File: src/rtl/temp_threshold_monitor.sv
// temp_threshold_monitor: registered setpoint comparator with hysteresis and debounced heat/idle/cool control
module temp_threshold_monitor #(
  parameter int BIT_WIDTH    = 8,
  parameter int HYST         = 2,
  parameter int DEBOUNCE     = 3,
  parameter int SETPOINT_RST = 25
) (
  input  logic                 clk,
  input  logic                 rst_n,
  input  logic                 sample_valid,
  input  logic [BIT_WIDTH-1:0] sample_temp,
  input  logic                 setpoint_load,
  input  logic [BIT_WIDTH-1:0] setpoint_in,
  output logic                 output_greater,
  output logic                 output_equal,
  output logic                 output_lower,
  output logic [1:0]           state,
  output logic                 heater_on,
  output logic                 cooler_on
);
  localparam int CW = $clog2(DEBOUNCE + 1);
  localparam logic [1:0] S_IDLE = 2'b00, S_HEAT = 2'b01, S_COOL = 2'b10;
  localparam logic [BIT_WIDTH:0] L_HYST = (BIT_WIDTH+1)'(HYST);
  localparam logic [BIT_WIDTH:0] L_MAX  = {1'b0, {BIT_WIDTH{1'b1}}};
  localparam logic [CW-1:0]      L_DEB  = CW'(DEBOUNCE);
  logic [BIT_WIDTH-1:0] r_sp;
  logic [CW-1:0]        r_cnt, w_cnt_nxt, w_base, w_inc;
  logic                 r_dir, w_dir_nxt;
  logic [1:0]           r_state, w_state_nxt;
  logic                 r_gt, r_eq, r_lt, r_heat, r_cool;
  logic [BIT_WIDTH:0]   w_sp, w_smp, w_sum, w_low, w_high;
  logic                 w_below, w_above, w_qual, w_hit;
  // thresholds are one bit wider so the band saturates instead of wrapping
  always_comb begin
    w_sp    = {1'b0, r_sp};
    w_smp   = {1'b0, sample_temp};
    w_sum   = w_sp + L_HYST;
    w_low   = (w_sp >= L_HYST) ? w_sp - L_HYST : '0;
    w_high  = (w_sum > L_MAX) ? L_MAX : w_sum;
    w_below = w_smp < w_low;
    w_above = w_smp > w_high;
    w_qual  = (r_state == S_IDLE) ? (w_below | w_above) :
              (r_state == S_HEAT) ? (w_smp >= w_sp) : (w_smp <= w_sp);
    // in IDLE a sample pointing the other way restarts the run for that direction
    w_base  = (r_state == S_IDLE && r_cnt != '0 && r_dir != w_above) ? '0 : r_cnt;
    w_inc   = w_base + 1'b1;
    w_hit   = sample_valid && !setpoint_load && w_qual && w_inc == L_DEB;
  end
  always_comb begin
    w_state_nxt = !w_hit ? r_state : (r_state != S_IDLE) ? S_IDLE : (w_above ? S_COOL : S_HEAT);
    w_cnt_nxt   = setpoint_load ? '0 : !sample_valid ? r_cnt : (w_qual && !w_hit) ? w_inc : '0;
    w_dir_nxt   = (sample_valid && r_state == S_IDLE && w_qual) ? w_above : r_dir;
  end
  always_ff @(posedge clk or negedge rst_n) begin
    if (!rst_n) begin
      r_state <= S_IDLE;
      r_cnt   <= '0;
      r_dir   <= 1'b0;
      r_heat  <= 1'b0;
      r_cool  <= 1'b0;
    end else begin
      r_state <= w_state_nxt;
      r_cnt   <= w_cnt_nxt;
      r_dir   <= w_dir_nxt;
      r_heat  <= w_state_nxt == S_HEAT;
      r_cool  <= w_state_nxt == S_COOL;
    end
  end
  always_ff @(posedge clk or negedge rst_n) begin
    if (!rst_n) begin
      r_sp <= BIT_WIDTH'(SETPOINT_RST);
      r_gt <= 1'b0;
      r_eq <= 1'b0;
      r_lt <= 1'b0;
    end else begin
      if (setpoint_load) r_sp <= setpoint_in;
      if (sample_valid) begin
        r_gt <= w_smp > w_sp;
        r_eq <= w_smp == w_sp;
        r_lt <= w_smp < w_sp;
      end
    end
  end
  always_comb begin
    state          = r_state;
    heater_on      = r_heat;
    cooler_on      = r_cool;
    output_greater = r_gt;
    output_equal   = r_eq;
    output_lower   = r_lt;
  end
endmodule

File: config.mk
export PLATFORM = sky130hd
export DESIGN_NAME = temp_threshold_monitor
export DESIGN_NICKNAME = d
export VERILOG_FILES = /design/src/rtl/temp_threshold_monitor.sv
export SDC_FILE = /design/constraint.sdc
export NUM_CORES = 1
export LEC_CHECK = 0
export ABC_AREA = 1
export ABC_CLOCK_PERIOD_IN_PS = 4400
export CORE_MARGIN = 8
export CORE_UTILIZATION = 55
export DETAILED_ROUTE_END_ITERATION = 8
export GPL_TIMING_DRIVEN = 0
export HOLD_SLACK_MARGIN = 0.03
export PLACE_DENSITY = 0.81
export RECOVER_POWER = 50
export SYNTH_ARGS = -nofsm -noshare
export SYNTH_HDL_FRONTEND = slang
export SYNTH_SLANG_ARGS = --single-unit
File: constraint.sdc
create_clock -name clk -period 4.4 [get_ports clk]
set_clock_uncertainty 0.15 [all_clocks]
set_input_delay 0.44 -clock clk [delete_from_list [all_inputs] [get_ports clk]]
set_output_delay 0.44 -clock clk [all_outputs]
set_load 0.05 [all_outputs]
==> metrics.txt <==
max_slew headroom=46.06%; Ports=27; fmax=257.1 MHz; FFs w/ async S/R, synth=100.0%; YS warnings=0; maximum VDD drop=0.3231 mV; crit-path most repeated cell=inv_1; max cap viols=0; FP Rows=21; Leak=1.100 nW; crit path cell chain=inv_1, ha_1, inv_1, o211ai_1, nor3b_2, nand3_2, nand2_4, nor2_1, ha_1, inv_1, nor2_1, nand4_1, nand3_1, nand2_2, inv_1, nand2_1, nand3b_1, and2_1, ha_1, nor3b_4, nand3_4, nand2_1, nand2_1, nor2_2; final worst path period need=3.890 ns; Initial Utilization=56.22%; cell family with most CP delay=simple AND/OR/NAND/NOR gates; total track usage=16.38%; layout cell share with drive strength beyond 1=11.58%; synthesized instance count=255; synthesized area=1832 sq um; PD cells=319.2 nW/um^2; top-area cell type share of the netlist area=20.49%; Post-DRT Antenna Nets=0; Max clock buf depth=2; H-tree depth=1; worst stage delay on the critical path=0.44 ns; CP max stage cell=dfrtp_1; crit start category=flop; largest net degree at the start of global routing=19; top_reg_cell synth=dfrtp_1; cts hold-fix bufs=0; Vias=1,710; gr ovfl total=0; CTS Buf Count=3; vias in the first global route=1,649; worst-path fanout max=9; setup TNS=0 ns; Clock transition at path regs=0.10 ns; RSZ-0062 raised after global routing=false; cts repair resizes=0; synthesized flop and latch total=18; Int Pwr=0.3832 mW; Worst Path Arrival=3.98 ns; worst skew pair latency=0.30 ns; Fin. Hold Viols=0; most area-hungry cell type in the Yosys netlist=dfrtp_1; final wirelength=4024 um; Final Cycle Share=88.41%; syn_nets=302; DR WL/cell=12.16 um; Sequential Power Share=31.8%; Nets=333; root buf cell=clkbuf_4; Final GP Congestion=0.8657; Max Slew Vio Count=0; library cells used by synthesis=34; Final setup viols=0; Layout area overhead=19.33%; sw frac=45.07%; Die Y=73.71 um; total clock sinks=18; Design Power=0.6977 mW; DP Wirelength=3416 um; initial antenna violation count=0; vias per cell=5.166; Die W=73.71 um; Setup Buffers After CTS=0; top-count cell post-synth=nand2_1; DR iter-0 viols=101; Core Region=3258 sq um; Switch Pwr=0.3145 mW; worst-margin pin slew=0.8064 ns; Die Area=5433 sq um; DRC viols=0; top post-synthesis cells by area=dfrtp_1 20%, ha_1 18%, nand2_1 12%, inv_1 7.0%, nor2_1 6.1%; endpoint type of the worst setup path=flop; first-pass GRT wire length=7113 um; commonest cells in the synthesized netlist=60 x nand2_1, 34 x inv_1, 30 x nor2_1, 27 x ha_1; syn_area_per_cell=7.183 sq um; first drt pass iteration count=4; Bufs and invs on worst path=4; CTS tree=yes; worst setup path category=reg2reg; Seq/Total Area, Yosys=24.80%; min-delay worst type=reg2reg; EDFF count, synth=0; Worst EP required=4.49 ns; clock share of power=14.8%; combinational share of power=53.4%; I/O Buffers=26; status=complete, no violations; n_diodes=0
-- path summary, 6_finish.rpt --
path | start | to | slack (ns) | cells after the start
max | r_sp[1] | heater_on | 0.51 | 24
min | output_lower | output_lower | 0.35 | 2
max reg2reg | r_sp[1] | heater_on | 0.51 | 24
min reg2reg | output_lower | output_lower | 0.35 | 2
max in group asynchronous | rst_n | state[0] | 3.08 | 1
min in group asynchronous | rst_n | cooler_on | 0.52 | 1
-- cell type report --
class                   count  area (sq um)
multi-input cells         199          1235
fillers                   313          1072
flip-flops and latches     18         454.2
repair buffers             26         260.3
inverters                  36         135.1
well taps                  46         57.56
clock buffers               4         36.28
plain buffers               2         7.507
-- routing by layer --
metal,track usage (%),part of all wire [%],vias to the layer above
li1,-,-,897
met1,19.03,43,771
met2,29.43,51,35
met3,2.592,3.9,7
met4,5.322,1.8,0
met5,0,0,-
-- state kept, by name (all words and copies together), names as in the netlist --
| signal | count |
|---|---|
| cooler_on | 1 |
| heater_on | 1 |
| output_equal | 1 |
| output_greater | 1 |
| output_lower | 1 |
| r_cnt | 2 |
| r_dir | 1 |
| r_sp | 8 |
| state | 2 |
-- kinds of logic after synthesis --
logic type / after synthesis / share of synthesized area [%]
buf+inv: 38 / 7.787
xor+xnor: 3 / 1.435
flops: 18 / 24.80
fa+ha+maj: 27 / 18.44
compound gates: 32 / 10.38
simple gates: 137 / 37.16
-- stage by stage --
stage	hold WS (ns)	utilization (%)	setup WS [ns]	std cells	cell area (sq um)
final	0.3526	67.09	0.5100	331	2186
after global routing	0.3899	67.09	0.1047	331	2186
after CTS	0.3612	67.09	0.4980	331	2186
after detailed placement	0.3365	65.98	0.5511	327	2150
after global placement	0.3260	65.98	0.5721	327	2150
after floorplan	-0.005591	-	0.9620	255	1832
-- worst min-delay path: cells and delay by family, from the launching register on --
kind	cells	cell delay (ns)
flops	1	0.36
compound gates	1	0.06
simple gates	1	0.05
-- cells in the final DEF, fill, tap and decap left out, drive strengths merged, types with 3 or more instances in the layout --
cell type      count
clkbuf             6
a21oi             10
nand2             69
dfrtp             15
nand3             19
ha                27
nand4              8
xor2               3
nor2              35
dfstp              3
inv               36
o21ai             17
clkdlybuf4s50     24
-- power by group through the flow --
stage               Sequential (mW)  Combinational (mW)  Clock [mW]
finish                        0.222               0.373       0.103
global route                  0.227               0.423       0.113
CTS                           0.222               0.376       0.105
detailed placement            0.225               0.374           0
global placement              0.225               0.366           0
floorplan                     0.275               0.219           0
(Power assumes the default switching activity.)
